<file path="src/rtl/jk_latch_driver.sv">
// jk_latch_driver: queues JK latch commands and drives j/k/en with
// setup, enable-pulse and hold timing; checks the latch q against a model.
//
// Ports:
//   clk, rst_n        clock, async active-low reset
//   cmd_valid/ready   command handshake (ready = FIFO not full)
//   cmd_op            {j,k}: 00 hold, 01 reset, 10 set, 11 toggle
//   j, k, en          registered latch drive
//   q_in              latch q feedback
//   q_model           expected latch state
//   model_valid       q_model known (after first set/reset)
//   mismatch          sticky compare failure
//   busy              FSM active or FIFO non-empty
//   level             FIFO occupancy
module jk_latch_driver #(
  parameter int DEPTH      = 4,
  parameter int EN_CYCLES  = 2,
  parameter int GAP_CYCLES = 1
) (
  input  logic                       clk,
  input  logic                       rst_n,
  input  logic                       cmd_valid,
  output logic                       cmd_ready,
  input  logic [1:0]                 cmd_op,
  output logic                       j,
  output logic                       k,
  output logic                       en,
  input  logic                       q_in,
  output logic                       q_model,
  output logic                       model_valid,
  output logic                       mismatch,
  output logic                       busy,
  output logic [$clog2(DEPTH+1)-1:0] level
);

  localparam int AW   = $clog2(DEPTH);
  localparam int LW   = $clog2(DEPTH+1);
  localparam int MAXC = (EN_CYCLES > GAP_CYCLES) ?
                        EN_CYCLES : GAP_CYCLES;
  localparam int CW   = (MAXC > 1) ? $clog2(MAXC) : 1;

  typedef enum logic [1:0] {
    IDLE,
    SETUP,
    PULSE,
    RECOVER
  } state_t;

  state_t          state;
  logic [CW-1:0]   cnt;

  logic [1:0]      mem [DEPTH];
  logic [AW-1:0]   wr_ptr;
  logic [AW-1:0]   rd_ptr;
  logic            full;
  logic            empty;
  logic            push;
  logic            pop;

  assign full      = (level == LW'(DEPTH));
  assign empty     = (level == '0);
  assign cmd_ready = ~full;
  assign push      = cmd_valid & cmd_ready;
  assign pop       = (state == IDLE) & ~empty;
  assign busy      = (state != IDLE) | ~empty;

  always_ff @(posedge clk) begin
    if (push)
      mem[wr_ptr] <= cmd_op;
  end

  always_ff @(posedge clk or negedge rst_n) begin
    if (!rst_n) begin
      wr_ptr <= '0;
      rd_ptr <= '0;
      level  <= '0;
    end else begin
      if (push)
        wr_ptr <= wr_ptr + AW'(1);
      if (pop)
        rd_ptr <= rd_ptr + AW'(1);
      unique case ({push, pop})
        2'b10:   level <= level + LW'(1);
        2'b01:   level <= level - LW'(1);
        default: level <= level;
      endcase
    end
  end

  // Model update happens once on the SETUP->PULSE edge, so a toggle
  // flips q_model exactly once however long en stays high.
  always_ff @(posedge clk or negedge rst_n) begin
    if (!rst_n) begin
      state       <= IDLE;
      cnt         <= '0;
      j           <= 1'b0;
      k           <= 1'b0;
      en          <= 1'b0;
      q_model     <= 1'b0;
      model_valid <= 1'b0;
      mismatch    <= 1'b0;
    end else begin
      unique case (state)
        IDLE: begin
          en <= 1'b0;
          if (pop) begin
            j     <= mem[rd_ptr][1];
            k     <= mem[rd_ptr][0];
            state <= SETUP;
          end else begin
            j <= 1'b0;
            k <= 1'b0;
          end
        end
        SETUP: begin
          en    <= 1'b1;
          cnt   <= CW'(EN_CYCLES - 1);
          state <= PULSE;
          unique case ({j, k})
            2'b01: begin
              q_model     <= 1'b0;
              model_valid <= 1'b1;
            end
            2'b10: begin
              q_model     <= 1'b1;
              model_valid <= 1'b1;
            end
            2'b11:   q_model <= ~q_model;
            default: q_model <= q_model;
          endcase
        end
        PULSE: begin
          if (cnt == '0) begin
            en    <= 1'b0;
            cnt   <= CW'(GAP_CYCLES - 1);
            state <= RECOVER;
          end else begin
            cnt <= cnt - CW'(1);
          end
        end
        RECOVER: begin
          if (cnt == '0) begin
            if (model_valid && (q_in != q_model))
              mismatch <= 1'b1;
            j     <= 1'b0;
            k     <= 1'b0;
            state <= IDLE;
          end else begin
            cnt <= cnt - CW'(1);
          end
        end
        default: state <= IDLE;
      endcase
    end
  end

endmodule

</file>
<file path="config.mk">
export PLATFORM = sky130hd
export DESIGN_NAME = jk_latch_driver
export DESIGN_NICKNAME = d
export VERILOG_FILES = /design/src/rtl/jk_latch_driver.sv
export SDC_FILE = /design/constraint.sdc
export NUM_CORES = 1
export LEC_CHECK = 0
export CAP_MARGIN = 20
export CORE_AREA = 4 4 47 60
export CTS_BUF_LIST = sky130_fd_sc_hd__clkbuf_4
export CTS_CLUSTER_SIZE = 25
export DETAILED_ROUTE_END_ITERATION = 7
export DIE_AREA = 0 0 51 64
export PLACE_DENSITY = 0.77
export SLEW_MARGIN = 20
export SYNTH_ARGS = -nofsm -noshare
export SYNTH_HDL_FRONTEND = slang
export SYNTH_SLANG_ARGS = --single-unit
</file>
<file path="constraint.sdc">
create_clock -name clk -period 5.8 [get_ports clk]
set_clock_uncertainty 0.05 [all_clocks]
set_input_delay 0.58 -clock clk [delete_from_list [all_inputs] [get_ports clk]]
set_output_delay 0.58 -clock clk [all_outputs]
set_load 0.03 [all_outputs]
</file>
==> results of run 1 <==
## per-stage QoR
step / utilization, % / power, mW
final: 61.4 / 0.780
after global routing: 61.4 / 0.850
after CTS: 61.4 / 0.793
after detailed placement: 60.1 / 0.713
after global placement: 60.1 / 0.699
after floorplan: - / 0.587
## worst paths after layout
check	slack [ps]	start	end	cells after the start
setup / recovery	2940	state[0]	busy	4
hold / removal	440	mismatch	mismatch	1
setup reg to reg	3540	level[1]	level[2]	9
hold reg to reg	440	mismatch	mismatch	1
max in group asynchronous	4620	rst_n	rd_ptr[0]	1
min in group asynchronous	640	rst_n	wr_ptr[0]	1
## logic make-up after synthesis
family	after synthesis
AOI/OAI and AO/OA	13
xor gates and xnor gates	7
adders and majority gates	14
buffers and inverters	12
DFF	24
muxes	5
and+or+nand+nor	18
## placed cells by master, fill, tap and decap left out, drive strengths merged
master	instances
a21o	1
a21oi	2
a22o	2
a22oi	1
and2	1
and3	4
clkbuf	4
clkdlybuf4s50	16
dfrtp	16
edfxtp	8
fa	1
ha	13
inv	12
mux2	3
mux4	2
nand2	6
nand2b	1
nand3	1
nor2	3
o21ai	4
o21bai	1
o31ai	2
or3b	1
or4b	1
xnor2	4
xor2	3
## routing by layer
layer / vias up / global-route usage [%] / routed length (um)
met3: 4 / 3.03 / 69
li1: 354 / - / -
met1: 353 / 14.0 / 736
met2: 14 / 22.3 / 913
met5: - / 0 / 0
met4: 0 / 6.40 / 40
## flip-flops by register name (all words and copies together) (netlist names)
| name | flops |
|---|---|
| level | 3 |
| model_valid | 1 |
| rd_ptr | 2 |
| en | 1 |
| cnt | 1 |
| mem | 8 |
| wr_ptr | 2 |
| mismatch | 1 |
| state | 2 |
| k | 1 |
| j | 1 |
| q_model | 1 |
## final cells by class
type	count	area [um^2]
multi-input combinational	57	512
fill	205	898
clock buffer	4	30.0
tap	33	41.3
sequential	24	641
inverter	12	45.0
timing repair buffer	16	160
## power by group
part           total [mW]  leakage (nW)  switching [mW]  internal [mW]
combinational       0.396         0.358           0.204          0.193
sequential          0.306         0.262          0.0622          0.244
clock              0.0774        0.0184          0.0460         0.0315
total               0.780         0.639           0.312          0.468
## worst register-to-register path, stage by stage, from the launching register on
cell and delay, ps:
dfrtp_1 450, or3b_4 450, and2_4 190, inv_1 50, ha_1 170, inv_1 60
fa_1 370, xor2_1 150, nor2_1 110, xor2_1 150
==> results.py, run 1 <==
metrics = {
    "synth": {
        "yosysMostFrequentCell": "dfrtp_1",
        "synthArstFlopShare_pct": 66.7,
        "ys_seq_area_share_pct": 53.5,
        "synth_compound_area_share_pct": 7.11,
        "yosys-top-cells-area": "dfrtp_1 (33%), edfxtp_1 (20%), ha_1 (14%)",
        "yosysWarnings": 0,
        "syn-cell-area_um2": 1200,
        "avgSynthCellArea_um2": 12.9,
        "synth_xor_area_share_pct": 5.12,
        "synthFlopType": "dfrtp_1",
        "synth.net_count": 113,
        "ys_ff_latch": 24,
        "synth_top_family_by_area": "adder cells",
        "synth_simple_gate_area_share_pct": 8.36,
        "synth_commonest_cells": "dfrtp_1 (16), ha_1 (13), inv_1 (12), edfxtp_1 (8), nand2_1 (6)",
        "yosysTopAreaCell": "dfrtp_1",
        "synthAdderAreaFrac_pct": 15.3,
        "synth_edf_count": 8,
        "synthCells": 93,
        "synthMuxAreaShare_pct": 6.90,
        "synth_cell_types": 25,
        "netlist.area_leader.share_pct": 33.4,
    },
    "route": {
        "viasPerCell": 4.97,
        "remaining_drc_errors": 0,
        "wirelength_mm": 1.76,
        "first_iter_violations": 23,
        "routedWlPerCell_um": 12.1,
        "ant_nets": 0,
        "num_vias": 725,
        "firstDrtPassIters": 3,
    },
    "timing": {
        "fin_crit_ps": 2860,
        "maxSlewViolCount": 0,
        "setup_tns_ps": 0,
        "tightestPinTransition_ps": 709,
        "setup_viol": 0,
        "fin_crit_sh_pct": 49.3,
        "slew_headroom_pct": 52.6,
        "finalHoldViolations": 0,
        "whs_ps": 438,
        "timing.fmax_ghz": 0.350,
        "rsz0062_at_grt": "no",
        "setup_ws_ps": 2940,
    },
    "critical_path": {
        "cp_max_fo": 6,
        "crit_path_end_kind": "primary output",
        "startpoint_type": "flip-flop",
        "cp.required_ps": 5170,
        "crit_family": "buffers and inverters",
        "path_cells": "inv_1, ha_1, or4b_1, clkdlybuf4s50_1",
        "critPathArrivalTime_ps": 2230,
        "crit_type": "reg -> out",
        "critPathBufInv": 2,
        "slowest_delay_ps": 610,
        "crit_path_top_delay_cell": "clkdlybuf4s50_1",
    },
    "global_routing": {
        "grt_max_degree": 17,
        "grt_pass1_vias": 770,
        "grt.total_usage_pct": 12.7,
        "grt_pass1_wl_mm": 3.14,
        "antenna_found_initial": 0,
        "grt_overflow": 0,
    },
    "power_and_ir_drop": {
        "p_per_area_nw_per_um2": 546,
        "p_leak_nw": 0.639,
        "peakVddDrop_uv": 322,
    },
    "die": {
        "die_area_um2": 3260,
        "core-area_um2": 2330,
        "boundaryPins": 17,
        "start_util_pct": 51.5,
        "rows": 20,
        "chipHeight_um": 64,
        "die_w_um": 51,
    },
    "layout": {
        "syn_to_final_growth_pct": 19.3,
        "diodes": 0,
        "fin_area_um2": 1430,
        "drive_gt1_share_pct": 9.73,
        "final_cells": 146,
        "nNetsFinal": 134,
    },
    "placed_design": {
        "post-dp-hpwl_mm": 1.40,
        "place_ws_ps": 3300,
        "dpl_cell_area_um2": 1400,
        "dp_cells": 142,
        "port_buffers": 16,
        "gp_congestion": 0.794,
    },
    "clock_tree": {
        "insertion_delay_ps": 300,
        "postCtsSetupBuffers": 0,
        "h-tree-depth": 1,
        "cts_hold_buf": 0,
        "cts_tree": "yes",
        "cts_root_buffer": "clkbuf_4",
        "cts_buffers": 3,
        "clock_sinks": 24,
        "clock_path_buffers": 2,
        "cts_resized": 0,
        "clkTransAtPathRegs_ps": 120,
    },
    "min_path": {
        "hold_path.class": "reg -> reg",
    },
    "job": {
        "max-cap-violations": 0,
    },
    "outcome": {
        "status": "complete, no violations",
    },
}
Note: power is estimated with default switching activity, not from simulation.
==> run 2, diff against run 1 <==
CORE_AREA = 4 4 49 62   (was 4 4 47 60)
DIE_AREA = 0 0 53 66   (was 0 0 51 64)
PLACE_DENSITY = 0.75   (was 0.77)
clock period = 2.35 ns   (was 5.8 ns; I/O delays follow)
==> results.py, run 2 (same netlist as run 1, synthesis figures left out) <==
metrics = {
    "layout": {
        "final_common_cell": "clkdlybuf4s50_1",
        "drive_gt1_share_pct": 13.3,
        "reg.largest.list": "mem x8, level x3",
        "syn_to_final_growth_pct": 20.0,
        "nNetsFinal": 134,
        "final_cells": 146,
        "diodes": 0,
        "nFillCells": 215,
        "final_cell_mix": "clkdlybuf4s50_1 (15), dfrtp_1 (13), inv_1 (12), ha_1 (12), edfxtp_1 (8)",
        "largest_reg_flops": 8,
        "largest-register": "mem",
    },
    "placed_design": {
        "dp_cells": 142,
        "post-dp-hpwl_mm": 1.51,
        "gp_congestion": 0.764,
        "place_ws_ps": 131,
        "port_buffers": 16,
    },
    "global_routing": {
        "grt_pass1_wl_mm": 3.22,
        "grt.total_usage_pct": 12.9,
        "antenna_found_initial": 0,
        "grt_max_degree": 17,
        "grt_pass1_vias": 746,
        "grt_overflow": 0,
    },
    "critical_path": {
        "crit_type": "reg -> reg",
        "critPathBufInv": 2,
        "critPathArrivalTime_ps": 2420,
        "path_cells": "or3b_4, and2_4, inv_1, ha_1, inv_1, fa_1, xor2_1, nor2_1, xor2_1",
        "crit_family": "simple AND/OR/NAND/NOR gates",
        "crit_path_top_delay_cell": "dfrtp_2",
        "cp.required_ps": 2550,
        "startpoint_type": "flip-flop",
        "crit_path_end_kind": "flip-flop",
        "slowest_delay_ps": 450,
        "cp_max_fo": 6,
    },
    "route": {
        "remaining_drc_errors": 0,
        "dr_wl_met3_um": 123,
        "routedWlPerCell_um": 13.4,
        "first_iter_violations": 8,
        "top_layer": "met4",
        "ant_nets": 0,
        "wirelength_mm": 1.95,
        "m1WireLength_um": 744,
        "num_vias": 728,
        "viasPerCell": 4.99,
        "firstDrtPassIters": 2,
        "met2WireLength_mm": 1.05,
    },
    "power_and_ir_drop": {
        "p_leak_nw": 0.632,
        "combPwrFrac_pct": 51.6,
        "swShare_pct": 40.7,
        "p_seq_share_pct": 39.1,
        "clkPwrFrac_pct": 9.3,
        "peakVddDrop_uv": 817,
        "intPower_mw": 1.15,
        "p_per_area_nw_per_um2": 1350,
        "p_switching_mw": 0.791,
    },
    "timing": {
        "tightestPinTransition_ps": 746,
        "maxSlewViolCount": 0,
        "finalHoldViolations": 0,
        "whs_ps": 299,
        "timing.fmax_ghz": 0.449,
        "fin_crit_sh_pct": 94.7,
        "slew_headroom_pct": 50.1,
        "rsz0062_at_grt": "no",
        "fin_crit_ps": 2220,
        "setup_tns_ps": 0,
        "setup_ws_ps": 125,
        "setup_viol": 0,
    },
    "clock_tree": {
        "insertion_delay_ps": 310,
        "clock_sinks": 24,
        "cts_buffers": 3,
        "cts_root_buffer": "clkbuf_4",
        "cts_tree": "yes",
        "postCtsSetupBuffers": 0,
        "clock_path_buffers": 2,
        "h-tree-depth": 1,
        "clkTransAtPathRegs_ps": 130,
    },
    "die": {
        "start_util_pct": 49.3,
        "rows": 20,
        "die_w_um": 53,
        "chipHeight_um": 66,
        "die_area_um2": 3500,
        "core-area_um2": 2430,
        "boundaryPins": 17,
    },
    "job": {
        "max-cap-violations": 0,
    },
    "min_path": {
        "hold_path.class": "in -> async",
    },
    "outcome": {
        "status": "complete, no violations",
    },
}
## run 2: cell count changes in the layout (fill, tap and decap cells not counted), sizes merged
cell,previous run,this run
clkinv,0,1
clkdlybuf4s50,16,15
## run 2: timing repair
item                       CTS  global route
hold endpoints to repair     0             0
setup endpoints to repair    1             2
gates resized for setup      1             4
hold buffers                 0             0
## run 2: metal layers
layer | vias to the layer above | GRT usage (%)
met4 | 0 | 5.75
met5 | - | 0
li1 | 359 | -
met3 | 6 | 3.84
met2 | 17 | 23.9
met1 | 346 | 12.7
## run 2: power groups by stage
stage,combinational (mW),sequential [mW],clock [mW]
floorplan,0.583,0.872,0
global placement,0.969,0.763,0
detailed placement,0.990,0.777,0
CTS,0.992,0.766,0.191
global route,1.12,0.794,0.206
finish,1.00,0.760,0.181
## run 2: path summary, 6_finish.rpt
check / from / endpoint / slack [ps] / depth (start not counted)
worst max-delay path: level[1] / level[2] / 130 / 9
worst min-delay path: rst_n / wr_ptr[1] / 300 / 1
worst max register to register: level[1] / level[2] / 130 / 9
worst min register to register: mismatch / mismatch / 440 / 1
max in group asynchronous: rst_n / level[0] / 1440 / 1
min in group clk: mismatch / mismatch / 440 / 1
## run 2: stage by stage
| step | total power, mW | utilization [%] | cell area (um^2) |
|---|---|---|---|
| after global placement | 1.73 | 57.8 | 1400 |
| after CTS | 1.95 | 58.8 | 1430 |
| after detailed placement | 1.77 | 57.8 | 1400 |
| after floorplan | 1.45 | - | 1200 |
| final | 1.94 | 59.2 | 1440 |
| after global routing | 2.12 | 59.2 | 1440 |
## run 2: final cells by class
| class | count | area [um^2] | area share (%) |
|---|---|---|---|
| Tap cell | 33 | 41.3 | 2.87 |
| Sequential cell | 24 | 644 | 44.9 |
| Timing Repair Buffer | 16 | 155 | 10.8 |
| Clock buffer | 3 | 22.5 | 1.57 |
| Multi-Input combinational cell | 57 | 524 | 36.5 |
| Inverter | 12 | 45.0 | 3.14 |
| Clock inverter | 1 | 3.75 | 0.261 |
==> run 3, diff against run 2 <==
GPL_TIMING_DRIVEN = 0   (was default)
==> results.py, run 3 (same netlist as run 1, synthesis figures left out) <==
metrics = {
    "placed_design": {
        "place_ws_ps": 84.3,
        "post-dp-hpwl_mm": 1.55,
        "dpl_cell_area_um2": 1400,
        "port_buffers": 16,
        "gp_congestion": 0.745,
    },
    "clock_tree": {
        "cts_buffers": 3,
        "cts_hold_buf": 0,
        "insertion_delay_ps": 330,
        "clkTransAtPathRegs_ps": 140,
        "cts_tree": "yes",
        "clock_sinks": 24,
        "h-tree-depth": 1,
        "clock_path_buffers": 2,
        "cts_root_buffer": "clkbuf_4",
    },
    "critical_path": {
        "regToRegStartpoint": "level[1]",
        "cp_max_fo": 5,
        "startpoint_type": "flip-flop",
        "crit_path_end_kind": "flip-flop",
        "cp-startpoint": "level[1]",
        "crit_path_top_delay_cell": "dfrtp_2",
        "crit_cells": 9,
        "slowest_delay_ps": 460,
        "cp.required_ps": 2560,
        "crit_family": "simple AND/OR/NAND/NOR gates",
        "critPathArrivalTime_ps": 2410,
        "rr_worst_depth": 9,
        "crit_type": "reg -> reg",
        "rrSetupSlack_ps": 150,
        "timing.rr.end": "level[2]",
        "path_cells": "or3b_4, and2_4, inv_1, ha_2, inv_1, fa_2, xor2_1, nor2_1, xor2_1",
        "critPathBufInv": 2,
    },
    "route": {
        "num_vias": 763,
        "wirelength_mm": 2.05,
        "first_iter_violations": 9,
        "firstDrtPassIters": 4,
        "viasPerCell": 4.99,
        "ant_nets": 0,
        "remaining_drc_errors": 0,
        "routedWlPerCell_um": 13.4,
    },
    "timing": {
        "tightestPinTransition_ps": 703,
        "setup_viol": 0,
        "fin_crit_sh_pct": 93.7,
        "maxSlewViolCount": 0,
        "setup_ws_ps": 147,
        "rsz0062_at_grt": "no",
        "setup_tns_ps": 0,
        "finalHoldViolations": 0,
        "timing.fmax_ghz": 0.454,
        "fin_crit_ps": 2200,
        "slew_headroom_pct": 53.0,
    },
    "layout": {
        "fin_area_um2": 1480,
        "largest_reg_flops": 8,
        "final_cell_mix": "clkdlybuf4s50_1 (15), dfrtp_1 (13), inv_1 (12)",
        "reg.largest.list": "mem x8, level x3",
        "drive_gt1_share_pct": 20.0,
        "nNetsFinal": 141,
        "syn_to_final_growth_pct": 23.9,
        "final_common_cell": "clkdlybuf4s50_1",
        "largest-register": "mem",
        "diodes": 0,
    },
    "power_and_ir_drop": {
        "p_leak_nw": 0.662,
        "p_per_area_nw_per_um2": 1380,
        "peakVddDrop_uv": 968,
    },
    "outcome": {
        "status": "complete, no violations",
    },
    "global_routing": {
        "grt_overflow": 0,
        "antenna_found_initial": 0,
        "grt_max_degree": 17,
        "grt_pass1_vias": 791,
        "grt_pass1_wl_mm": 3.41,
        "grt.total_usage_pct": 13.7,
    },
    "min_path": {
        "hold_path.class": "in -> async",
    },
    "die": {
        "start_util_pct": 49.3,
        "die_w_um": 53,
        "die_area_um2": 3500,
        "chipHeight_um": 66,
        "core-area_um2": 2430,
        "rows": 20,
        "boundaryPins": 17,
    },
    "job": {
        "max-cap-violations": 0,
    },
}
-- run 3: cell count changes in the layout (fill, tap and decap cells not counted) --
cell | previous run | this run
ha_4 | 1 | 0
fa_1 | 1 | 0
buf_4 | 0 | 7
fa_2 | 0 | 1
ha_2 | 0 | 2
ha_1 | 12 | 11
-- run 3: power by group --
| group | switching, mW | internal (mW) | leakage [nW] | total [mW] |
|---|---|---|---|---|
| logic | 0.560 | 0.553 | 0.387 | 1.11 |
| clock network | 0.126 | 0.0623 | 0.0154 | 0.189 |
| registers | 0.139 | 0.606 | 0.259 | 0.745 |
| total | 0.825 | 1.22 | 0.662 | 2.05 |
-- run 3: final cells by class --
cell class	instances	area, um^2
timing repair buffer	23	208
clock inverter	1	3.75
multi-input combinational	57	519
tap	33	41.3
clock buffer	3	22.5
inverter	12	45.0
sequential	24	644
fill	214	943
-- run 3: metrics by stage --
stage / util, % / instances / power (mW) / hold WS [ps]
final: 61.1 / 153 / 2.05 / 261
after global routing: 61.1 / 153 / 2.21 / 341
after CTS: 58.8 / 146 / 1.97 / 299
after detailed placement: 57.8 / 142 / 1.79 / 412
after global placement: 57.8 / 142 / 1.73 / 408
after floorplan: - / 93 / 1.45 / -111
-- run 3: timing repair --
item / 4_1_cts / 5_1_grt
hold endpoints to repair: 0 / 0
resized for setup: 1 / 5
setup endpoints to repair: 1 / 2
setup buffers: 0 / 7
pin swaps: 0 / 3
-- run 3: routing by layer --
metal  wire length (um)  vias to the layer above  part of all wire, %  global-route usage, %
li1                   -                      368                    -                      -
met1                826                      374                   40                   14.2
met2               1100                       18                   54                   25.0
met3                 90                        3                  4.4                   2.93
met4                 35                        0                  1.7                   6.71
met5                  0                        -                    0                      0
-- run 3: worst max path at each step --
stage               endpoint  slack [ps]
floorplan           level[2]          40
global placement    level[2]         120
detailed placement  level[2]          80
CTS                     busy          30
global route        level[2]          30
finish              level[2]         150
